[src/rtl/line_printer_dma.sv]
// ---------------------------------------------------------------------------
// line_printer_dma
//
// Output-side IOP device. On a start-I/O pulse it fetches a print buffer from
// main memory through the memory arbiter, unpacks each 32-bit word into bytes
// MSB-first and streams them to a printer sink over a valid/ready handshake.
// When the last byte has been accepted it writes a status word back to memory
// and pulses an interrupt.
//
// Ports
//   clock          system clock, all state changes on the rising edge
//   reset          synchronous, active-high
//   running        arbiter request (FETCH and STATUS only)
//   active         arbiter grant: read data valid / write accepted this cycle
//   memory_data_in combinational read data from memory
//   address        word address to the arbiter
//   data_out       status word write data
//   wr_en          byte write enables, all ones only in STATUS while granted
//   sio            start I/O pulse; sio_addr / sio_count sampled with it
//   sio_addr       buffer start word address
//   sio_count      buffer length in bytes (clamped to MAX_BYTES)
//   tio            test I/O pulse; cc shows busy/idle in the same cycle
//   cc             condition code: 0000 idle, 0100 busy, 1000 sio rejected
//   char_data      byte to the printer
//   char_valid     char_data is valid
//   char_ready     printer accepts the byte at the clock edge
//   irq            one-cycle pulse after the status write commits
// ---------------------------------------------------------------------------
module line_printer_dma #(
    parameter logic [16:0] STATUS_ADDR = 17'h0020,
    parameter logic [7:0]  MAX_BYTES   = 8'd132
) (
    input  logic        clock,
    input  logic        reset,
    output logic        running,
    input  logic        active,
    input  logic [31:0] memory_data_in,
    output logic [16:0] address,
    output logic [31:0] data_out,
    output logic [3:0]  wr_en,
    input  logic        sio,
    input  logic [16:0] sio_addr,
    input  logic [7:0]  sio_count,
    input  logic        tio,
    output logic [3:0]  cc,
    output logic [7:0]  char_data,
    output logic        char_valid,
    input  logic        char_ready,
    output logic        irq
);

    typedef enum logic [1:0] {
        IDLE,
        FETCH,
        EMIT,
        STATUS
    } state_t;

    state_t      state;
    state_t      state_next;

    logic [16:0] ptr;
    logic [7:0]  remaining;
    logic [7:0]  sent;
    logic [1:0]  idx;
    logic [31:0] word;
    logic [3:0]  cc_reg;
    logic        irq_reg;
    logic [7:0]  count_clamped;

    // A single print line never exceeds MAX_BYTES, so longer requests are cut.
    assign count_clamped = (sio_count > MAX_BYTES) ? MAX_BYTES : sio_count;

    // State register.
    always_ff @(posedge clock) begin
        if (reset) begin
            state <= IDLE;
        end else begin
            state <= state_next;
        end
    end

    // Next-state and Moore-style outputs. The byte presented to the printer is
    // taken from the held word register, so it cannot move while stalled.
    always_comb begin
        state_next = state;
        running    = 1'b0;
        address    = 17'h0;
        data_out   = 32'h0;
        wr_en      = 4'b0000;
        char_valid = 1'b0;
        char_data  = 8'h00;
        case (state)
            IDLE: begin
                if (sio) begin
                    state_next = (count_clamped == 8'd0) ? STATUS : FETCH;
                end
            end
            FETCH: begin
                running = 1'b1;
                address = ptr;
                if (active) begin
                    state_next = EMIT;
                end
            end
            EMIT: begin
                char_valid = 1'b1;
                case (idx)
                    2'd0:    char_data = word[31:24];
                    2'd1:    char_data = word[23:16];
                    2'd2:    char_data = word[15:8];
                    default: char_data = word[7:0];
                endcase
                if (char_ready) begin
                    if (remaining == 8'd1) begin
                        state_next = STATUS;
                    end else if (idx == 2'd3) begin
                        state_next = FETCH;
                    end
                end
            end
            STATUS: begin
                running  = 1'b1;
                address  = STATUS_ADDR;
                data_out = {8'h80, 8'h00, 8'h00, sent};
                if (active) begin
                    wr_en      = 4'b1111;
                    state_next = IDLE;
                end
            end
            default: begin
                state_next = IDLE;
            end
        endcase
    end

    // Transfer datapath: buffer pointer, byte bookkeeping and the word being
    // unpacked. A second sio while busy is deliberately not latched here.
    always_ff @(posedge clock) begin
        if (reset) begin
            ptr       <= 17'h0;
            remaining <= 8'd0;
            sent      <= 8'd0;
            idx       <= 2'd0;
            word      <= 32'h0;
        end else begin
            case (state)
                IDLE: begin
                    if (sio) begin
                        ptr       <= sio_addr;
                        remaining <= count_clamped;
                        sent      <= 8'd0;
                        idx       <= 2'd0;
                    end
                end
                FETCH: begin
                    if (active) begin
                        word <= memory_data_in;
                        ptr  <= ptr + 17'd1;
                    end
                end
                EMIT: begin
                    if (char_ready) begin
                        remaining <= remaining - 8'd1;
                        sent      <= sent + 8'd1;
                        idx       <= idx + 2'd1;
                    end
                end
                default: begin
                end
            endcase
        end
    end

    // Condition code register: a rejected sio is remembered until the next
    // sio or tio; a tio records the busy/idle code it reported.
    always_ff @(posedge clock) begin
        if (reset) begin
            cc_reg <= 4'b0000;
        end else if (sio) begin
            cc_reg <= (state == IDLE) ? 4'b0000 : 4'b1000;
        end else if (tio) begin
            cc_reg <= (state == IDLE) ? 4'b0000 : 4'b0100;
        end
    end

    // The interrupt follows the cycle in which the status write was granted.
    always_ff @(posedge clock) begin
        if (reset) begin
            irq_reg <= 1'b0;
        end else begin
            irq_reg <= (state == STATUS) && active;
        end
    end

    // tio answers in the same cycle; sio takes priority when both arrive.
    always_comb begin
        cc = cc_reg;
        if (tio && !sio) begin
            cc = (state == IDLE) ? 4'b0000 : 4'b0100;
        end
    end

    assign irq = irq_reg;

endmodule
[config.mk]
export PLATFORM = sky130hd
export DESIGN_NAME = line_printer_dma
export DESIGN_NICKNAME = d
export VERILOG_FILES = /design/src/rtl/line_printer_dma.sv
export SDC_FILE = /design/constraint.sdc
export NUM_CORES = 1
export LEC_CHECK = 0
export CORE_MARGIN = 3
export CORE_UTILIZATION = 45
export CTS_CLUSTER_DIAMETER = 60
export DETAILED_ROUTE_END_ITERATION = 12
export DONT_BUFFER_PORTS = 1
export GPL_TIMING_DRIVEN = 1
export PLACE_DENSITY = 0.64
export SYNTH_ARGS = -nofsm -noshare
export SYNTH_HDL_FRONTEND = slang
export SYNTH_SLANG_ARGS = --single-unit
[constraint.sdc]
create_clock -name clock -period 1.5 [get_ports clock]
set_input_delay 0.225 -clock clock [delete_from_list [all_inputs] [get_ports clock]]
set_output_delay 0.225 -clock clock [all_outputs]
set_load 0.01 [all_outputs]
# Word-level counts from Yosys, hierarchy flattened
# Cells that the tools add are included.
# word_totals
latchBits	0
out_inout_bits	68
input_bits	63
ram_bits	0
ff_bits	74
n_memories	0
elab_cells	73
mem_bits_ro	0
# classes
n_reduce_logical	14
div	0
magnitude_cmp	1
n_mux	34
eq_ne	12
n_bitwise	0
shifts	0
mul	0
n_addsub	4
# op_table
operator	n
$pmux 17 s2	2
$mux 8	6
$mux 17	2
$mux 32	1
$pmux 8 s2	2
$mux 4	6
$pmux 8 s3	1
$mux 2	9
$add 17x1->17 const B	1
$add 8x1->8 const B	1
$eq 2x2->1 const B	4
$eq 8x1->1 const B	1
$gt 8x8->1 const B	1
$logic_not 8->1	1
$ne 2x2->1 const B	4
$pmux 2 s4	1
$sub 8x1->8 const B	1
$reduce_and 3->1	2
$reduce_bool 2->1	3
$reduce_and 5->1	1
$eq 2x1->1 const B	2
$logic_not 2->1	2
$pmux 2 s2	1
$mux 3	1
other kinds (7)	9

# Depth between registers and ports, before layout
# Gate-level depths: netlist of the first run.
# logic_depth
depth_word	6
depth_mapped	8

# Worst setup path before layout of the first run
# OpenSTA, ideal clock, no wires.
# synth_path
kind	flip-flop to flip-flop
from	reg state[1]
to	reg sent[6]
stages_incl_launch_ff	5
path_slack_ns	-0.096
arrival_time_ns	1.475
period_less_slack_ns	1.596
setup_time_ns	0.121
t_required_ns	1.379
path_cell_list	dfxtp_1 -> mux2i_1 -> and4bb_2 -> nand4_1 -> mux2_2
# synth_between
elab_chain_len	3
elab_cells_between_ends	7
classes_between	eq/ne (3); mux (1); reduce/logical (3)
# synth_lines
item	line_no	source
from (decl)	59	state_t state;
from (signal assigned)	79	state <= state_next;
$eq 2x2->1 / $logic_not 2->1 (equally long branches)	147	case (state)
$ne 2x2->1 (no line) / $reduce_bool 2->1 (equally long branches)	--	
$reduce_and 3->1 (no line)	--	
to (signal assigned)	165	sent <= sent + 8'd1;
to (decl)	64	logic [7:0] sent;
# Several ways; a longest one is shown, not always the timed one.
# A chain may end at the register's enable or synchronous reset.

# Worst setup path in the final report of the first run
# layout_path
from	reg idx[1]
to	out char_data[6]
# layout_between
elab_chain_len	3
elab_cells_between_ends	5
classes_between	eq/ne (2); mux (2); reduce/logical (1)
# layout_lines
item	line_no	source
from (decl)	65	logic [1:0] idx;
from (signal assigned)	166	idx <= idx + 2'd1;
$eq 2x2->1, or another cell as far along	108	case (idx)
$pmux 8 s3 (*)	108	
$mux 8 (*)	93	case (state)
to (decl)	46	output logic [7:0] char_data,
# Every way passes the cells marked *; elsewhere a longest branch is shown, timed or not.

==> summary.md, run 1 <==
| Metric | Value |
|---|---|
| Status | `finished, violations left` |
| Failing checks | `negative hold slack, negative setup slack` |
| Vias | `4089` |
| Smallest hold slack | `-0.0785 ns` |
| Final TNS setup | `-6.38 ns` |
| Worst Path Required | `1.27 ns` |
| Crit. End Element | `primary output` |
| Area leader, netlist | `dfxtp_1` |
| Nets | `678` |
| Inserted Clock Buffers | `9` |
| Slew Viols, Final | `0` |
| Grt total ovfl | `0` |
| Ports | `131` |
| Setup-failing EPs final | `35` |
| Synth warnings | `0` |
| Pre-CTS setup slack | `-0.143 ns` |
| Post-DRT Antenna Nets | `0` |
| Synthesized cell area | `0.00424 mm^2` |
| CP Launch Type | `flop` |
| Row cnt | `34` |
| Syn Area/Cell | `7.63 um^2` |
| Setup ws final | `-0.378 ns` |
| PortBufs | `0` |
| Post-synth EDFFs | `0` |
| CTS Root Cell | `clkbuf_8` |
| Clock slew at reported path FFs | `0.09 ns` |
| FILL cells | `754` |
| Final min period | `1.88 ns` |
| Chip Height | `103 um` |
| Initial DRC count | `219` |
| Clk_lat worst skew | `0.36 ns` |
| CP max FO | `8` |
| RSZ-0062 raised after global routing | `true` |
| Total routed wirelength | `12100 um` |
| Total Routing Usage GR | `0.211` |
| CTS tree | `yes` |
| First drt pass iteration count | `7` |
| Initial antenna violation count | `0` |
| PwrDens | `912 mW/mm^2` |
| Pwr Total | `5.14 mW` |
| Largest register FFs | `32` |
| Critical setup path kind | `reg2out` |
| Most common flop cell mapped by yosys | `dfxtp_1` |
| Crit-path slowest cell | `dfxtp_2` |
| Gpl congestion | `0.897` |
| Regs by FF count | `word (32), ptr (17)` |
| Crit-path cells | `inv_2 -> ha_4 -> a222oi_1 -> nor2_1 -> a21oi_2 -> nor2_2` |
| Initial Util | `0.474` |
| First-pass GRT wire length | `17700 um` |
| Core area | `0.00893 mm^2` |
| Hold Fails Final Rpt | `64` |
| Worst vdd ir | `0.555 mV` |
| Clock sink total | `72` |
| Detailed placement HPWL | `8020 um` |
| Final instance count without filler cells | `720` |
| Hold/Removal Path Class | `in2reg` |
| Final setup skew | `0.0106 ns` |
| Die area | `0.0106 mm^2` |
| Multi-input gate area | `0.00291 mm^2` |
| Register with the most flip-flops | `word` |
| Leakage | `2.11 nW` |
| Via/cell ratio | `5.68` |
| Register area | `0.00147 mm^2` |
| Seq cells post-synth | `72` |
| ANT cells | `0` |
| Register area share after synthesis | `0.340` |
| Async SR Flop Fraction | `0` |
| Period utilization | `1.25` |
| Cells after synthesis | `555` |
| Arrival time worst endpoint | `1.65 ns` |
| Dpl cells | `680` |
| Yosys top cell area share | `0.340` |
| H-Tree Depth | `3` |
| Area Overhead vs Synth | `33.1%` |
| Max Freq | `532 MHz` |
| Hold buffer count at CTS | `2` |
| Largest net degree at the start of global routing | `70` |
| Count of cell types in the netlist | `63` |
| Share of layout cells above drive strength 1 | `0.355` |
| Largest cells by area after synthesis | `dfxtp_1, a21oi_1, nand2_1, buf_4, nor2_1` |
| Number of global-route vias before repair | `3668` |
| Final Core Density | `0.631` |
| Max_cap viols | `0` |
| Die width | `103 um` |
| CTS Buffer Depth | `2` |
| CP peak stage delay | `0.36 ns` |
| WL/cell | `16.8 um` |
| Post-route DRC | `0` |
==> where the power goes <==
part,switching [mW],total [mW],internal [mW]
Combinational,0.644,1.31,0.669
Clock,0.862,1.66,0.801
Sequential,0.129,2.17,2.04
==> routing by layer <==
| metal | GRT usage | part of all wire |
|---|---|---|
| met3 | 0.0480 | 0.063 |
| met1 | 0.274 | 0.42 |
| met5 | 0 | 0 |
| met2 | 0.345 | 0.51 |
| met4 | 0.0757 | 0.016 |
==> synthesized netlist by cell type (all sizes together), types with 4 or more instances <==
master  instances
a211oi          6
nand4           8
a21oi          70
clkbuf         26
nor4b           5
inv            11
buf            45
nor2b           5
o21ai          18
xnor2           5
ha              8
a31oi           4
nor3           11
nand2          79
o21a            4
a222oi          8
and2           19
nor4           11
mux2i           7
nor2           52
and3           14
a311oi          4
nor3b           6
dfxtp          72
nand2b         10
nand3          12
==> worst max-delay path: cells and delay by family, from the launching register on <==
family	cells	cell delay, ns
DFF	1	0.36
AOI/OAI and AO/OA	2	0.50
buffers and inverters	1	0.07
adders and majority gates	1	0.19
and+or+nand+nor	2	0.18
==> what timing repair did <==
item / in CTS / in global routing
setup buffers: 15 / 8
gates cloned: 0 / 2
gates resized for setup: 71 / 87
endpoints found under the hold margin: 66 / 65
setup endpoints to repair: 44 / 69
pin swaps: 18 / 33
==> layout by cell type, fill, tap and decap left out, types with 5 or more instances in the layout <==
master | netlist | layout
nor3_1 | 11 | 7
buf_6 | 3 | 20
clkbuf_8 | 1 | 9
a222oi_1 | 8 | 8
inv_1 | 11 | 8
a211oi_1 | 6 | 5
and2_4 | 0 | 16
and3_4 | 0 | 9
dfxtp_4 | 0 | 5
nand2b_1 | 10 | 8
o21ai_0 | 17 | 10
buf_12 | 0 | 5
nand4_1 | 8 | 8
a21oi_2 | 0 | 13
buf_4 | 28 | 55
nor3b_1 | 6 | 5
a21oi_1 | 70 | 57
nor2_1 | 51 | 44
nor4_2 | 1 | 5
mux2i_1 | 7 | 5
nand2_1 | 79 | 78
nand3_1 | 10 | 8
xnor2_1 | 5 | 5
dfxtp_1 | 72 | 59
conb_1 | 1 | 25
dfxtp_2 | 0 | 8
==> final timing paths <==
path	startpoint	end	slack (ns)	cells after the start
setup / recovery	idx[1]$_SDFFE_PP0P_	char_data[6]	-0.38	6
hold / removal	reset	irq$_SDFF_PP0_	-0.08	1
setup reg to reg	state[1]$_SDFFE_PP0P_	ptr[11]$_SDFFE_PP0P_	-0.11	7
hold reg to reg	word[7]$_SDFFE_PP0P_	word[7]$_SDFFE_PP0P_	0.46	2
==> per-stage QoR <==
step	hold WS, ns	area (um^2)
final	-0.0785	5640
after global routing	-0.0996	5640
after CTS	-0.0859	5170
after detailed placement	0.300	4580
after global placement	0.296	4580
after floorplan	0.339	4350
==> logic make-up (layout without fill, tap and decap cells) <==
kind of cell | after synthesis | after routing | synth area share
other | 1 | 25 | 0.000885
DFF | 72 | 72 | 0.340
AOI/OAI and AO/OA | 134 | 134 | 0.197
adders and majority gates | 8 | 8 | 0.0236
muxes | 9 | 9 | 0.0219
xor gates and xnor gates | 6 | 6 | 0.0124
buffers and inverters | 82 | 115 | 0.109
and+or+nand+nor | 243 | 243 | 0.295
==> cell type report <==
cell class	instances	share of cell area
clock buffer	9	0.0220
clock inverter	7	0.0149
inverter	11	0.00777
multi-input combinational	425	0.517
sequential	72	0.261
tap	108	0.0240
timing repair buffer	88	0.154
No activity file was read; power rests on OpenSTA's default activity.
==> run 2, diff against run 1 <==
- CORE_MARGIN: 3 -> 1.5
- REMOVE_ABC_BUFFERS: default -> 1
==> summary.md, run 2 (same netlist as run 1, synthesis figures left out) <==
| Metric | Value |
|---|---|
| Worst vdd ir | `0.619 mV (was 0.555 mV)` |
| Post-route DRC | `0 (unchanged)` |
| Crit path launch | `idx[0]$_SDFFE_PP0P_ (was idx[1]$_SDFFE_PP0P_)` |
| Endpoint of the worst register-to-register path | `sent[6]$_SDFFE_PP0P_ (was ptr[11]$_SDFFE_PP0P_)` |
| Startpoint of the worst register-to-register path | `state[1]$_SDFFE_PP0P_ (unchanged)` |
| Register area | `0.00146 mm^2 (was 0.00147 mm^2)` |
| Core area | `0.00920 mm^2 (was 0.00893 mm^2)` |
| Initial antenna violation count | `0 (unchanged)` |
| Final min period | `1.95 ns (was 1.88 ns)` |
| Failing checks | `negative hold slack, negative setup slack (unchanged)` |
| Total Routing Usage GR | `0.238 (was 0.211)` |
| Sw power | `1.67 mW (was 1.63 mW)` |
| Crit. End Element | `primary output (unchanged)` |
| Pwr Total | `5.44 mW (was 5.14 mW)` |
| CTS tree | `yes (unchanged)` |
| Row cnt | `35 (was 34)` |
| Clk_lat worst skew | `0.34 ns (was 0.36 ns)` |
| Initial Util | `0.461 (was 0.474)` |
| Regs by FF count | `word (32), ptr (17) (unchanged)` |
| H-Tree Depth | `3 (unchanged)` |
| Reg2Reg Depth | `6 (was 7)` |
| Grt total ovfl | `0 (unchanged)` |
| Detailed placement HPWL | `7350 um (was 8020 um)` |
| Dpl cells | `680 (unchanged)` |
| Post-DRT Antenna Nets | `0 (unchanged)` |
| First drt pass iteration count | `4 (was 7)` |
| Hold/Removal Path Class | `in2reg (unchanged)` |
| Nets | `701 (was 678)` |
| Arrival time worst endpoint | `1.73 ns (was 1.65 ns)` |
| Internal | `3.77 mW (was 3.51 mW)` |
| Setup slack, reg-to-reg | `-0.12 ns (was -0.11 ns)` |
| First-pass GRT wire length | `19100 um (was 17700 um)` |
| Clock sink total | `72 (unchanged)` |
| FILL cells | `755 (was 754)` |
| Sequential cell fraction of total power | `0.397 (was 0.421)` |
| Die area | `0.0100 mm^2 (was 0.0106 mm^2)` |
| Hold Fails Final Rpt | `53 (was 64)` |
| Area Overhead vs Synth | `41.1% (was 33.1%)` |
| Largest register FFs | `32 (unchanged)` |
| Vias | `4292 (was 4089)` |
| Initial DRC count | `179 (was 219)` |
| Setup ws final | `-0.452 ns (was -0.378 ns)` |
| Gpl congestion | `0.854 (was 0.897)` |
| Clock slew at reported path FFs | `0.09 ns (about the same)` |
| Leakage | `2.30 nW (was 2.11 nW)` |
| CTS Buffer Depth | `2 (unchanged)` |
| Ports | `131 (unchanged)` |
| Most common cell after layout, fill and taps aside | `nand2_1 (unchanged)` |
| WL/cell | `17.2 um (was 16.8 um)` |
| Clock share of power | `0.327 (was 0.323)` |
| Via/cell ratio | `5.75 (was 5.68)` |
| Total routed wirelength | `12800 um (was 12100 um)` |
| Share of layout cells above drive strength 1 | `0.381 (was 0.355)` |
| CTS Root Cell | `clkbuf_8 (unchanged)` |
| Critical setup path kind | `reg2out (unchanged)` |
| Max_cap viols | `0 (unchanged)` |
| Hold path endpoint | `remaining[2]$_SDFFE_PP0P_ (was irq$_SDFF_PP0_)` |
| Final instance count without filler cells | `746 (was 720)` |
| WHS Path Cells | `1 (unchanged)` |
| Chip Height | `100 um (was 103 um)` |
| Worst Path Required | `1.27 ns (about the same)` |
| ANT cells | `0 (unchanged)` |
| Inserted Clock Buffers | `9 (unchanged)` |
| Combinational power share | `0.276 (was 0.255)` |
| Hold path start | `reset (unchanged)` |
| Number of global-route vias before repair | `3983 (was 3668)` |
| Smallest hold slack | `-0.0533 ns (was -0.0785 ns)` |
| CP max FO | `8 (unchanged)` |
| Die width | `100 um (was 103 um)` |
| Setup-failing EPs final | `33 (was 35)` |
| Hold buffer count at CTS | `2 (unchanged)` |
| Final setup skew | `0.00627 ns (was 0.0106 ns)` |
| Status | `finished, violations left (unchanged)` |
| Multi-input gate area | `0.00296 mm^2 (was 0.00291 mm^2)` |
| Period utilization | `1.30 (was 1.25)` |
| RSZ-0062 raised after global routing | `true (unchanged)` |
| Final Core Density | `0.650 (was 0.631)` |
| Largest net degree at the start of global routing | `70 (unchanged)` |
| PortBufs | `0 (unchanged)` |
| Commonest cells after routing, fill and taps aside | `nand2_1, a21oi_1, buf_4, dfxtp_1, nor2_1 (was nand2_1, dfxtp_1, a21oi_1, buf_4, nor2_1)` |
| Slew Viols, Final | `0 (unchanged)` |
| PwrDens | `911 mW/mm^2 (was 912 mW/mm^2)` |
| CP Launch Type | `flop (unchanged)` |
| Register with the most flip-flops | `word (unchanged)` |
| Pre-CTS setup slack | `-0.206 ns (was -0.143 ns)` |
| Max Freq | `512 MHz (was 532 MHz)` |
| Sw frac | `0.308 (was 0.318)` |
## run 2: cell types whose count changed in the layout (fill, tap and decap cells not counted), moves of 5 or more
cell,previous run,this run
a21oi_2,13,5
o21ai_0,10,5
buf_12,5,11
buf_6,20,28
buf_4,55,62
a21oi_1,57,65
## run 2: worst max-delay path by stage
stage                           end  slack (ns)  cells past startpoint
2_1_floorplan  word[0]$_SDFFE_PP0P_       -1.16                      4
3_3_place_gp           char_data[3]       -0.15                      8
3_5_place_dp           char_data[2]       -0.21                      8
4_1_cts                char_data[2]       -0.51                      8
5_1_grt                char_data[2]       -0.58                      7
6_report               char_data[2]       -0.45                      7
## run 2: metrics by stage
| stage | area (um^2) | setup TNS [ns] |
|---|---|---|
| 6_report | 5970 | -5.04 |
| 5_1_grt | 5970 | -8.15 |
| 2_1_floorplan | 3910 | -68.78 |
| 3_3_place_gp | 4580 | -1.11 |
| 3_5_place_dp | 4580 | -1.56 |
| 4_1_cts | 5500 | -6.53 |
## run 2: power groups by stage
stage | clock network [mW] | logic, mW | registers, mW
CTS | 1.81 | 1.29 | 2.14
floorplan | 0 | 0.518 | 2.19
finish | 1.78 | 1.50 | 2.16
global route | 1.90 | 1.62 | 2.17
global placement | 0 | 0.912 | 2.17
detailed placement | 0 | 0.933 | 2.17
## run 2: metal layers
metal  share of wire  GRT usage  vias up
met1            0.42      0.291     2085
li1                -          -     2043
met3           0.045     0.0425       15
met5               0          0        -
met4           0.013     0.0888        0
met2            0.52      0.416      149
## run 2: critical path, stage by stage, from the launching register on
cell and delay (ns):
dfxtp_2 0.34, buf_6 0.11, ha_4 0.18, a222oi_1 0.36
nor2_1 0.08, a21oi_1 0.12, nor2_1 0.05, buf_4 0.14
## run 2: repair_timing
item                                   in CTS  in global routing
cloned                                      4                  0
setup buffers                              30                 21
pin swaps                                  30                 45
endpoints found under the hold margin      65                 63
gates resized for setup                    96                 99
setup endpoints to repair                  51                106
## run 2: layout make-up
type	instances	share of cell area
clock inverter	7	0.0172
clock buffer	9	0.0207
multi-input combinational	425	0.495
sequential	72	0.244
inverter	11	0.00733
tap	111	0.0232
timing repair buffer	111	0.192
==> run 3, diff against run 2 <==
- SETUP_SLACK_MARGIN: default -> 0.02
==> summary.md, run 3 (same netlist as run 1, synthesis figures left out) <==
| Metric | Value |
|---|---|
| Register area | `0.00147 mm^2 (was 0.00146 mm^2)` |
| Ports | `131 (unchanged)` |
| Die width | `100 um (unchanged)` |
| Slew Viols, Final | `0 (unchanged)` |
| Hold buffer count at CTS | `2 (unchanged)` |
| Arrival time worst endpoint | `1.73 ns (about the same)` |
| Clock slew at reported path FFs | `0.09 ns (about the same)` |
| Final setup skew | `0.00944 ns (was 0.00627 ns)` |
| Chip Height | `100 um (unchanged)` |
| Post-route DRC | `0 (unchanged)` |
| Area Overhead vs Synth | `41.9% (was 41.1%)` |
| Failing checks | `negative hold slack, negative setup slack (unchanged)` |
| Final instance count without filler cells | `746 (unchanged)` |
| Dpl cells | `680 (unchanged)` |
| Initial DRC count | `179 (unchanged)` |
| Max Freq | `511 MHz (was 512 MHz)` |
| PwrDens | `912 mW/mm^2 (was 911 mW/mm^2)` |
| Regs by FF count | `word (32), ptr (17) (unchanged)` |
| Pre-CTS setup slack | `-0.206 ns (unchanged)` |
| CTS Buffer Depth | `2 (unchanged)` |
| Multi-input gate area | `0.00300 mm^2 (was 0.00296 mm^2)` |
| First-pass GRT wire length | `19000 um (was 19100 um)` |
| RSZ-0062 raised after global routing | `true (unchanged)` |
| Total Routing Usage GR | `0.237 (was 0.238)` |
| Period utilization | `1.31 (was 1.30)` |
| Total routed wirelength | `12900 um (was 12800 um)` |
| Inserted Clock Buffers | `9 (unchanged)` |
| Final Core Density | `0.654 (was 0.650)` |
| Hold/Removal Path Class | `in2reg (unchanged)` |
| Grt total ovfl | `0 (unchanged)` |
| Clock sink total | `72 (unchanged)` |
| PortBufs | `0 (unchanged)` |
| CTS Root Cell | `clkbuf_8 (unchanged)` |
| FILL cells | `749 (was 755)` |
| Number of global-route vias before repair | `3969 (was 3983)` |
| Via/cell ratio | `5.74 (was 5.75)` |
| Setup ws final | `-0.459 ns (was -0.452 ns)` |
| Final min period | `1.96 ns (was 1.95 ns)` |
| Largest register FFs | `32 (unchanged)` |
| Clk_lat worst skew | `0.35 ns (was 0.34 ns)` |
| ANT cells | `0 (unchanged)` |
| First drt pass iteration count | `5 (was 4)` |
| Critical setup path kind | `reg2out (unchanged)` |
| Worst vdd ir | `0.663 mV (was 0.619 mV)` |
| Final Cell Area | `0.00601 mm^2 (was 0.00597 mm^2)` |
| Post-DP Area | `0.00458 mm^2 (unchanged)` |
| Hold Fails Final Rpt | `63 (was 53)` |
| Smallest hold slack | `-0.0671 ns (was -0.0533 ns)` |
| Vias | `4285 (was 4292)` |
| Nets | `701 (unchanged)` |
| WL/cell | `17.3 um (was 17.2 um)` |
| Most common cell after layout, fill and taps aside | `nand2_1 (unchanged)` |
| Max_cap viols | `0 (unchanged)` |
| Worst Path Required | `1.27 ns (about the same)` |
| Commonest cells after routing, fill and taps aside | `nand2_1, a21oi_1, buf_4, dfxtp_1, nor2_1 (unchanged)` |
| CTS tree | `yes (unchanged)` |
| Setup-failing EPs final | `34 (was 33)` |
| Status | `finished, violations left (unchanged)` |
| Register with the most flip-flops | `word (unchanged)` |
| CP Launch Type | `flop (unchanged)` |
| H-Tree Depth | `3 (unchanged)` |
| Leakage | `2.31 nW (was 2.30 nW)` |
| Initial Util | `0.461 (unchanged)` |
| Row cnt | `35 (unchanged)` |
| Post-DRT Antenna Nets | `0 (unchanged)` |
| Largest net degree at the start of global routing | `70 (unchanged)` |
| Die area | `0.0100 mm^2 (unchanged)` |
| CP max FO | `6 (was 8)` |
| Crit. End Element | `primary output (unchanged)` |
| Initial antenna violation count | `0 (unchanged)` |
| Core area | `0.00920 mm^2 (unchanged)` |
| Gpl congestion | `0.854 (unchanged)` |
| Share of layout cells above drive strength 1 | `0.392 (was 0.381)` |
| Detailed placement HPWL | `7350 um (unchanged)` |
## run 3: per-stage QoR
stage	power [mW]	TNS (ns)
after floorplan	2.71	-68.78
after global placement	3.08	-1.11
after detailed placement	3.10	-1.56
after CTS	5.25	-6.60
after global routing	5.71	-8.62
final	5.48	-5.55
## run 3: worst paths after layout
path	cells after the start	slack (ns)	end	start
setup / recovery	8	-0.46	char_data[3]	idx[1]$_SDFFE_PP0P_
hold / removal	1	-0.07	state[0]$_SDFFE_PP0P_	reset
setup reg to reg	6	-0.18	sent[6]$_SDFFE_PP0P_	state[1]$_SDFFE_PP0P_
hold reg to reg	2	0.45	word[4]$_SDFFE_PP0P_	word[4]$_SDFFE_PP0P_
## run 3: routing by layer
metal / up-vias / track usage / share of wire
li1: 2050 / - / -
met1: 2036 / 0.291 / 0.41
met2: 174 / 0.419 / 0.51
met3: 25 / 0.0404 / 0.067
met4: 0 / 0.0791 / 0.018
met5: - / 0 / 0
## run 3: area by class of cell
cell class / instances / share of cell area
Multi-Input combinational cell: 426 / 0.499
Inverter: 11 / 0.00728
Timing Repair Buffer: 110 / 0.189
Sequential cell: 72 / 0.244
Clock inverter: 7 / 0.0171
Tap cell: 111 / 0.0231
Clock buffer: 9 / 0.0206
## run 3: repair_timing
item	4_1_cts	5_1_grt
gates cloned	4	2
pin swaps	33	43
buffers inserted	31	19
endpoints found under the hold margin	65	64
setup endpoints to repair	54	106
resized for setup	105	103
## run 3: critical path: stages, from the launching register on
cell,delay [ns]
dfxtp_2,0.34
buf_6,0.11
ha_4,0.16
buf_6,0.13
a222oi_1,0.23
nor2_1,0.08
a21oi_1,0.13
nor2_1,0.06
buf_4,0.14
## run 3: where the power goes
part,internal [mW],switching (mW),total (mW)
sequential,2.04,0.119,2.16
combinational,0.774,0.736,1.51
clock,0.958,0.857,1.81
